$ cat config.mk
export PLATFORM = sky130hd
export DESIGN_NAME = spi_slave
export DESIGN_NICKNAME = d
export VERILOG_FILES = /design/src/rtl/spi_pkg.sv /design/src/rtl/spi_sync_edge.sv /design/src/rtl/spi_slave.sv
export SDC_FILE = /design/constraint.sdc
export NUM_CORES = 1
export LEC_CHECK = 0
export BUFFER_PORTS_ARGS = -buffer_cell sky130_fd_sc_hd__buf_2
export CORE_ASPECT_RATIO = 0.5
export CORE_UTILIZATION = 30
export CTS_CLUSTER_DIAMETER = 80
export DETAILED_ROUTE_END_ITERATION = 7
export GPL_ROUTABILITY_DRIVEN = 0
export RECOVER_POWER = 50
export SKIP_CTS_REPAIR_TIMING = 1
export SLEW_MARGIN = 25
export SYNTH_ARGS = -nofsm -noshare
export SYNTH_HDL_FRONTEND = slang
export SYNTH_SLANG_ARGS = --single-unit
$ cat constraint.sdc
create_clock -name clk -period 3.1 [get_ports clk]
set_input_delay 0.155 -clock clk [delete_from_list [all_inputs] [get_ports clk]]
set_output_delay 0.155 -clock clk [all_outputs]
set_load 0.05 [all_outputs]
$ cat src/rtl/spi_pkg.sv
// Shared constants for the SPI slave block.
// Frame width, synchronizer depth and idle MISO level.
package spi_pkg;

   localparam int unsigned SPI_WIDTH       = 8;
   localparam int unsigned SPI_SYNC_STAGES = 2;
   localparam logic        SPI_MISO_IDLE   = 1'b0;

endpackage

$ cat src/rtl/spi_sync_edge.sv
// N-stage synchronizer with optional one-cycle rise/fall pulses.
// Ports: clk, rst (async active-low), d in; q, rise, fall out.
module spi_sync_edge #(
   parameter int unsigned STAGES  = 2,
   parameter logic        RST_VAL = 1'b0,
   parameter bit          EDGES   = 1'b1
) (
   input  logic clk,
   input  logic rst,
   input  logic d,
   output logic q,
   output logic rise,
   output logic fall
);

   logic [STAGES-1:0] chain;

   always_ff @(posedge clk or negedge rst) begin
      if (!rst) chain <= {STAGES{RST_VAL}};
      else      chain <= {chain[STAGES-2:0], d};
   end

   assign q = chain[STAGES-1];

   generate
      if (EDGES) begin : g_edge
         logic prev;

         always_ff @(posedge clk or negedge rst) begin
            if (!rst) prev <= RST_VAL;
            else      prev <= q;
         end

         assign rise = q & ~prev;
         assign fall = ~q & prev;
      end else begin : g_no_edge
         assign rise = 1'b0;
         assign fall = 1'b0;
      end
   endgenerate

endmodule

$ cat src/rtl/spi_slave.sv
// SPI mode-0 slave, oversampled by clk, MSB first, full duplex.
// Ports: clk, rst (async low), SCK, SS, MOSI, DATA in; MISO, OUT out.
module spi_slave
   import spi_pkg::*;
#(
   parameter int unsigned WIDTH       = SPI_WIDTH,
   parameter int unsigned SYNC_STAGES = SPI_SYNC_STAGES
) (
   input  logic             clk,
   input  logic             rst,
   input  logic             SCK,
   input  logic             SS,
   input  logic             MOSI,
   output logic             MISO,
   input  logic [WIDTH-1:0] DATA,
   output logic [WIDTH-1:0] OUT
);

   localparam int unsigned    CW   = $clog2(WIDTH + 1);
   localparam logic [CW-1:0] LAST = CW'(WIDTH - 1);

   logic             sck_q, sck_rise, sck_fall;
   logic             ss_q, ss_rise, ss_fall;
   logic             mosi_q, mosi_rise, mosi_fall;
   logic [CW-1:0]    cnt;
   logic [WIDTH-1:0] rx_shift, tx_shift, rx_next;
   logic             unused_edges;

   spi_sync_edge #(
      .STAGES  (SYNC_STAGES),
      .RST_VAL (1'b0),
      .EDGES   (1'b1)
   ) u_sck (
      .clk  (clk),
      .rst  (rst),
      .d    (SCK),
      .q    (sck_q),
      .rise (sck_rise),
      .fall (sck_fall)
   );

   spi_sync_edge #(
      .STAGES  (SYNC_STAGES),
      .RST_VAL (1'b1),
      .EDGES   (1'b1)
   ) u_ss (
      .clk  (clk),
      .rst  (rst),
      .d    (SS),
      .q    (ss_q),
      .rise (ss_rise),
      .fall (ss_fall)
   );

   // Same depth as SCK so the sampled bit lines up with sck_rise.
   spi_sync_edge #(
      .STAGES  (SYNC_STAGES),
      .RST_VAL (1'b0),
      .EDGES   (1'b0)
   ) u_mosi (
      .clk  (clk),
      .rst  (rst),
      .d    (MOSI),
      .q    (mosi_q),
      .rise (mosi_rise),
      .fall (mosi_fall)
   );

   assign unused_edges = &{1'b0, sck_q, ss_rise, ss_fall,
                           mosi_rise, mosi_fall};

   assign rx_next = {rx_shift[WIDTH-2:0], mosi_q};

   // Synced SS high covers abort and SS-beats-sck_rise: the idle
   // branch wins, so partial bits never reach OUT.
   always_ff @(posedge clk or negedge rst) begin
      if (!rst) begin
         OUT      <= '0;
         cnt      <= '0;
         rx_shift <= '0;
         tx_shift <= '0;
      end else if (ss_q) begin
         cnt      <= '0;
         tx_shift <= DATA;
      end else begin
         if (sck_rise) begin
            rx_shift <= rx_next;
            if (cnt == LAST) begin
               OUT <= rx_next;
               cnt <= '0;
            end else begin
               cnt <= cnt + CW'(1);
            end
         end
         // cnt is 0 on a fall only right after a completed byte,
         // so that fall starts the next byte from DATA.
         if (sck_fall) begin
            if (cnt == '0) tx_shift <= DATA;
            else           tx_shift <= {tx_shift[WIDTH-2:0], 1'b0};
         end
      end
   end

   // Raw SS so the MSB is on the wire before the first SCK rise.
   assign MISO = SS ? SPI_MISO_IDLE : tx_shift[WIDTH-1];

endmodule

Word-level counts from Yosys, hierarchy flattened
Cells that the tools add are included.
Word-level totals
  word-level logic and storage cells: 27
  output and inout port bits: 9
  bits in registers: 34
Operators by class
  eq/ne operators: 1
  $add $sub $neg: 1
  mux-type cells: 7
  reduce and logical (&&, ||, !) cells: 5
  bitwise logic cells: 5
Operators with widths (number)
  8-bit 2-to-1 mux: 3
  4-bit 2-to-1 mux: 3
  4-bit by 1-bit adder with 4-bit output, second input constant: 1
  4-bit by 3-bit == test with 1-bit output, second input constant: 1
  4-bit zero test: 1
  2-bit nonzero test: 2
  1-bit inverter: 3
  3-bit AND reduction: 1
  1-bit AND: 2
  2-bit AND reduction: 1
  1-bit 2-to-1 mux: 1

Logic depth before layout (Yosys ltp)
  depth after elaboration: 4
  gate-level depth with buffers: 6

By module
Synthesis repeated with hierarchy kept, for this count alone.
Unflattened totals
  cell total of the unflattened synthesis: 111
  area, all modules: 1450.1 sq um
By module, submodules not included
  spi_slave: seq. area each 675.6 sq um, cells an instance 96, area each 1197.4 sq um, times used 1
  spi_sync_edge at u_ss: seq. area each 78.8 sq um, cells an instance 5, area each 93.8 sq um, times used 1
  spi_sync_edge at u_sck: seq. area each 75.1 sq um, cells an instance 5, area each 90.1 sq um, times used 1
  spi_sync_edge at u_mosi: seq. area each 50.0 sq um, cells an instance 5, area each 68.8 sq um, times used 1

Worst setup path after synthesis
Ideal clock, no wire load.
  path type: reg-to-reg
  from: register cnt[0]
  to: register tx_shift[2]
  cell stages (with the launch flop): 7
  arrival time: 1.200 ns
  slack: 1.771 ns
  path through: dfrtp_1 -> inv_1 -> ha_1 -> or3b_1 -> buf_2 -> nand3b_1 -> a31oi_1
Between the ends
  cells in the longest elaborated chain, start to end: 4
RTL lines
  start: declaration: RTL line spi_slave.sv:25  | logic [CW-1:0] cnt;
  start signal: assignment: RTL line spi_slave.sv:92  | cnt <= cnt + CW'(1);
  4-bit zero test: RTL line spi_slave.sv:98  | if (cnt == '0) tx_shift <= DATA;
  8-bit 2-to-1 mux: RTL line spi_slave.sv:98
  8-bit 2-to-1 mux: RTL line spi_slave.sv:97  | if (sck_fall) begin
  8-bit 2-to-1 mux: RTL line spi_slave.sv:82  | end else if (ss_q) begin
  end signal: assignment: RTL line spi_slave.sv:99  | else tx_shift <= {tx_shift[WIDTH-2:0], 1'b0};
  end: declaration: RTL line spi_slave.sv:26  | logic [WIDTH-1:0] rx_shift, tx_shift, rx_next;
Every way passes these cells. The select of a mux whose other input is x is not followed.
A chain may end at the register's enable or synchronous reset.

==> run_results.csv <==
group,metric,value,unit
timing,worst_slack,1.173,ns
worst_hold_path,hp-class,"in2reg",
cells_and_area,fin_area,1722,µm²
clock_network,path_clk_slew,0.06,ns
cells_and_area,area_delta_synth_final,19.76,%
cells_and_area,final_cell_mix,"dfrtp_1 (32), mux2_2 (15), clkbuf_1 (11), buf_2 (11), o21ai_0 (9)",
worst_setup_path,critical_path_arrival,1.98,ns
floorplanning,start_util,31.88,%
place,dp_hpwl,1.608,mm
logic_synthesis,synth_edf_count,0,
timing,setup_viol,0,
cells_and_area,instances_no_fill,205,
detailed_routing,wirelength,2.326,mm
worst_setup_path,cp_data_required_time,3.15,ns
logic_synthesis,synth_seq_area_share,59.36,%
timing,period_minus_slack,1.927,ns
worst_hold_path,holdPathStages,3,
timing,tightestPinTransition,1.791,ns
detailed_routing,wl_per_cell,11.35,µm
clock_network,root_buffer,"clkbuf_8",
power,peakVddDrop,0.1748,mV
floorplanning,die_y,50.95,µm
worst_setup_path,rr_startpoint,"u_ss.chain[1]",
worst_setup_path,crit_family,"buffers and inverters",
global_routing,overflow,0,
worst_hold_path,whs_endpoint,"tx_shift[0]",
place,io_buffers,21,
logic_synthesis,synth-seq-cells,34,
global_routing,grt_pass1_vias,839,
timing,period_share,62.15,%
worst_setup_path,worstPathCellList,"dlygate4sd3_1, clkbuf_1",
worst_setup_path,r2r_end,"OUT[7]",
timing,skew,0.001910,ns
global_routing,grt_max_degree,35,
worst_setup_path,end_kind,"async pin",
detailed_routing,antenna_left,0,
detailed_routing,viasPerCell,4.473,
timing,hold_ws,0.1493,ns
status,status,"finished with violations",
clock_network,cts_buffers,5,
cells_and_area,nNetsFinal,153,
worst_setup_path,crit_path_max_incr_delay,1.29,ns
detailed_routing,drt_iter0_markers,31,
power,powerDensity,566.3,nW/µm²
cells_and_area,drive_gt1_share,27.34,%
clock_network,cts_tree,"yes",
floorplanning,fp.dieArea,5090,µm²
timing,rsz0062_at_grt,"no",
floorplanning,die_x,99.90,µm
detailed_routing,drt_first_pass_iters,3,
detailed_routing,drcViolationCount,0,
clock_network,h-tree-depth,2,
place,dp_slack,1.565,ns
worst_hold_path,min_from,"DATA[0]",
cells_and_area,final_common_cell,"dfrtp_1",
clock_network,clockBufferDepth,2,
logic_synthesis,async_flop_share,100.0,%
floorplanning,rows,17,
logic_synthesis,synthCells,111,
logic_synthesis,synth_area_per_cell,12.95,µm²
timing,slew_headroom,-19.38,%
floorplanning,core_area,4509,µm²
worst_setup_path,cp_max_fo,34,
place,dp.cells,193,
clock_network,clk_latency,0.28,ns
worst_setup_path,start_kind,"input port",
logic_synthesis,netlist_area,1438,µm²
global_routing,antenna_found_initial,0,
run,cap_violations,1,
power,leakagePower,0.7431,nW
worst_setup_path,critPathBufInv,2,
timing,fmax,0.5191,GHz
floorplanning,io_pins,22,
logic_synthesis,syn_nets,126,
timing,finalSetupTns,0,ns
worst_setup_path,slowest_stage,"clkbuf_1",
logic_synthesis,ys_warn_count,0,
worst_setup_path,rr_worst_depth,3,
place,dpl-instance-area,1603,µm²
detailed_routing,routed-via-count,917,
worst_setup_path,ff2ff_setup_slack,1.31,ns
cells_and_area,num_antenna_cells,0,
logic_synthesis,synth_flop_cell,"dfrtp_1",
status,violations,"max-capacitance violations, max-slew violations",
clock_network,clock-sinks,34,
worst_setup_path,critPathKind,"in2async",
logic_synthesis,synth.distinct_cells,27,
timing,final-hold-violation-count,0,
global_routing,grt.total_usage,10.79,%
timing,slew_violations,35,
global_routing,grt_pass1_wl,4.002,mm
-- synthesized netlist by cell type (2+ instances only) --
master,n,area (µm²)
a21oi_1,2,10.01
a31oi_1,7,43.79
buf_2,3,15.01
clkbuf_1,2,7.510
dfrtp_1,32,800.8
dfstp_2,2,52.55
ha_1,2,25.02
inv_1,3,11.26
mux2_2,15,168.9
nand2_1,2,7.510
nand2b_1,3,18.77
nand3b_1,7,52.55
nor2_1,2,7.510
nor2_2,2,12.51
nor3b_1,7,52.55
o21ai_0,9,45.04
-- cell families (layout without fill, tap and decap cells) --
| logic type | Yosys count | after routing | synth area share (%) |
|---|---|---|---|
| muxes | 16 | 16 | 12.45 |
| adders and majority gates | 2 | 2 | 1.740 |
| xor gates and xnor gates | 2 | 2 | 1.219 |
| and+or+nand+nor | 30 | 30 | 15.23 |
| DFF | 34 | 34 | 59.36 |
| AOI/OAI and AO/OA | 19 | 19 | 7.658 |
| buffers and inverters | 8 | 36 | 2.350 |
-- flip-flops by register name (all words and copies together) (netlist names) --
signal,count
OUT,8
tx_shift,8
rx_shift,7
cnt,4
u_mosi.chain,2
u_sck.chain,2
u_ss.chain,2
u_sck.g_edge.prev,1
-- report_power, final --
part,switching [W],internal (W),total (W)
Clock,0.000147,0.000179,0.000326
Combinational,0.0000475,0.0000586,0.000106
Sequential,0.0000409,0.000502,0.000543
Total,0.000236,0.000739,0.000975
-- area by class of cell --
type                            instances  area, µm²
Multi-Input combinational cell         69      550.5
Fill cell                             456       2788
Inverter                                3      11.26
Timing Repair Buffer                   25      132.6
Tap cell                               66      82.58
Sequential cell                        34      853.3
Clock buffer                            7      86.33
Clock inverter                          1      5.005
-- per-layer routing --
metal / track usage [%] / vias to the layer above / routed length [µm]
li1: - / 448 / -
met1: 14.50 / 453 / 1225
met2: 14.94 / 11 / 982
met3: 4.514 / 5 / 82
met4: 5.147 / 0 / 36
met5: 0 / - / 0
-- metrics by stage --
step | util, % | total power, W
floorplan | - | 0.0006169
global placement | 35.54 | 0.0006503
detailed placement | 35.54 | 0.0006556
CTS | 37.57 | 0.0009856
global route | 38.18 | 0.001028
finish | 38.18 | 0.0009750
-- worst reg2reg max path: cells and delay by family, from the launching register on --
family           cells  cell delay [ns]
DFF                  1             1.01
muxes                1             0.35
and+or+nand+nor      2             0.32
-- worst max path at each step --
| stage | to | slack (ns) | start | depth (start not counted) |
|---|---|---|---|---|
| 3_3_place_gp | OUT[4] | 1.58 | u_ss.chain[1] | 3 |
| 4_1_cts | OUT[7] | 1.56 | u_ss.chain[1] | 3 |
| 6_report | tx_shift[0] | 1.17 | rst | 2 |
| 5_1_grt | tx_shift[2] | 0.76 | rst | 2 |
| 2_1_floorplan | tx_shift[2] | 1.77 | cnt[0] | 6 |
| 3_5_place_dp | OUT[1] | 1.56 | u_ss.chain[1] | 3 |
(Power assumes the default switching activity.)
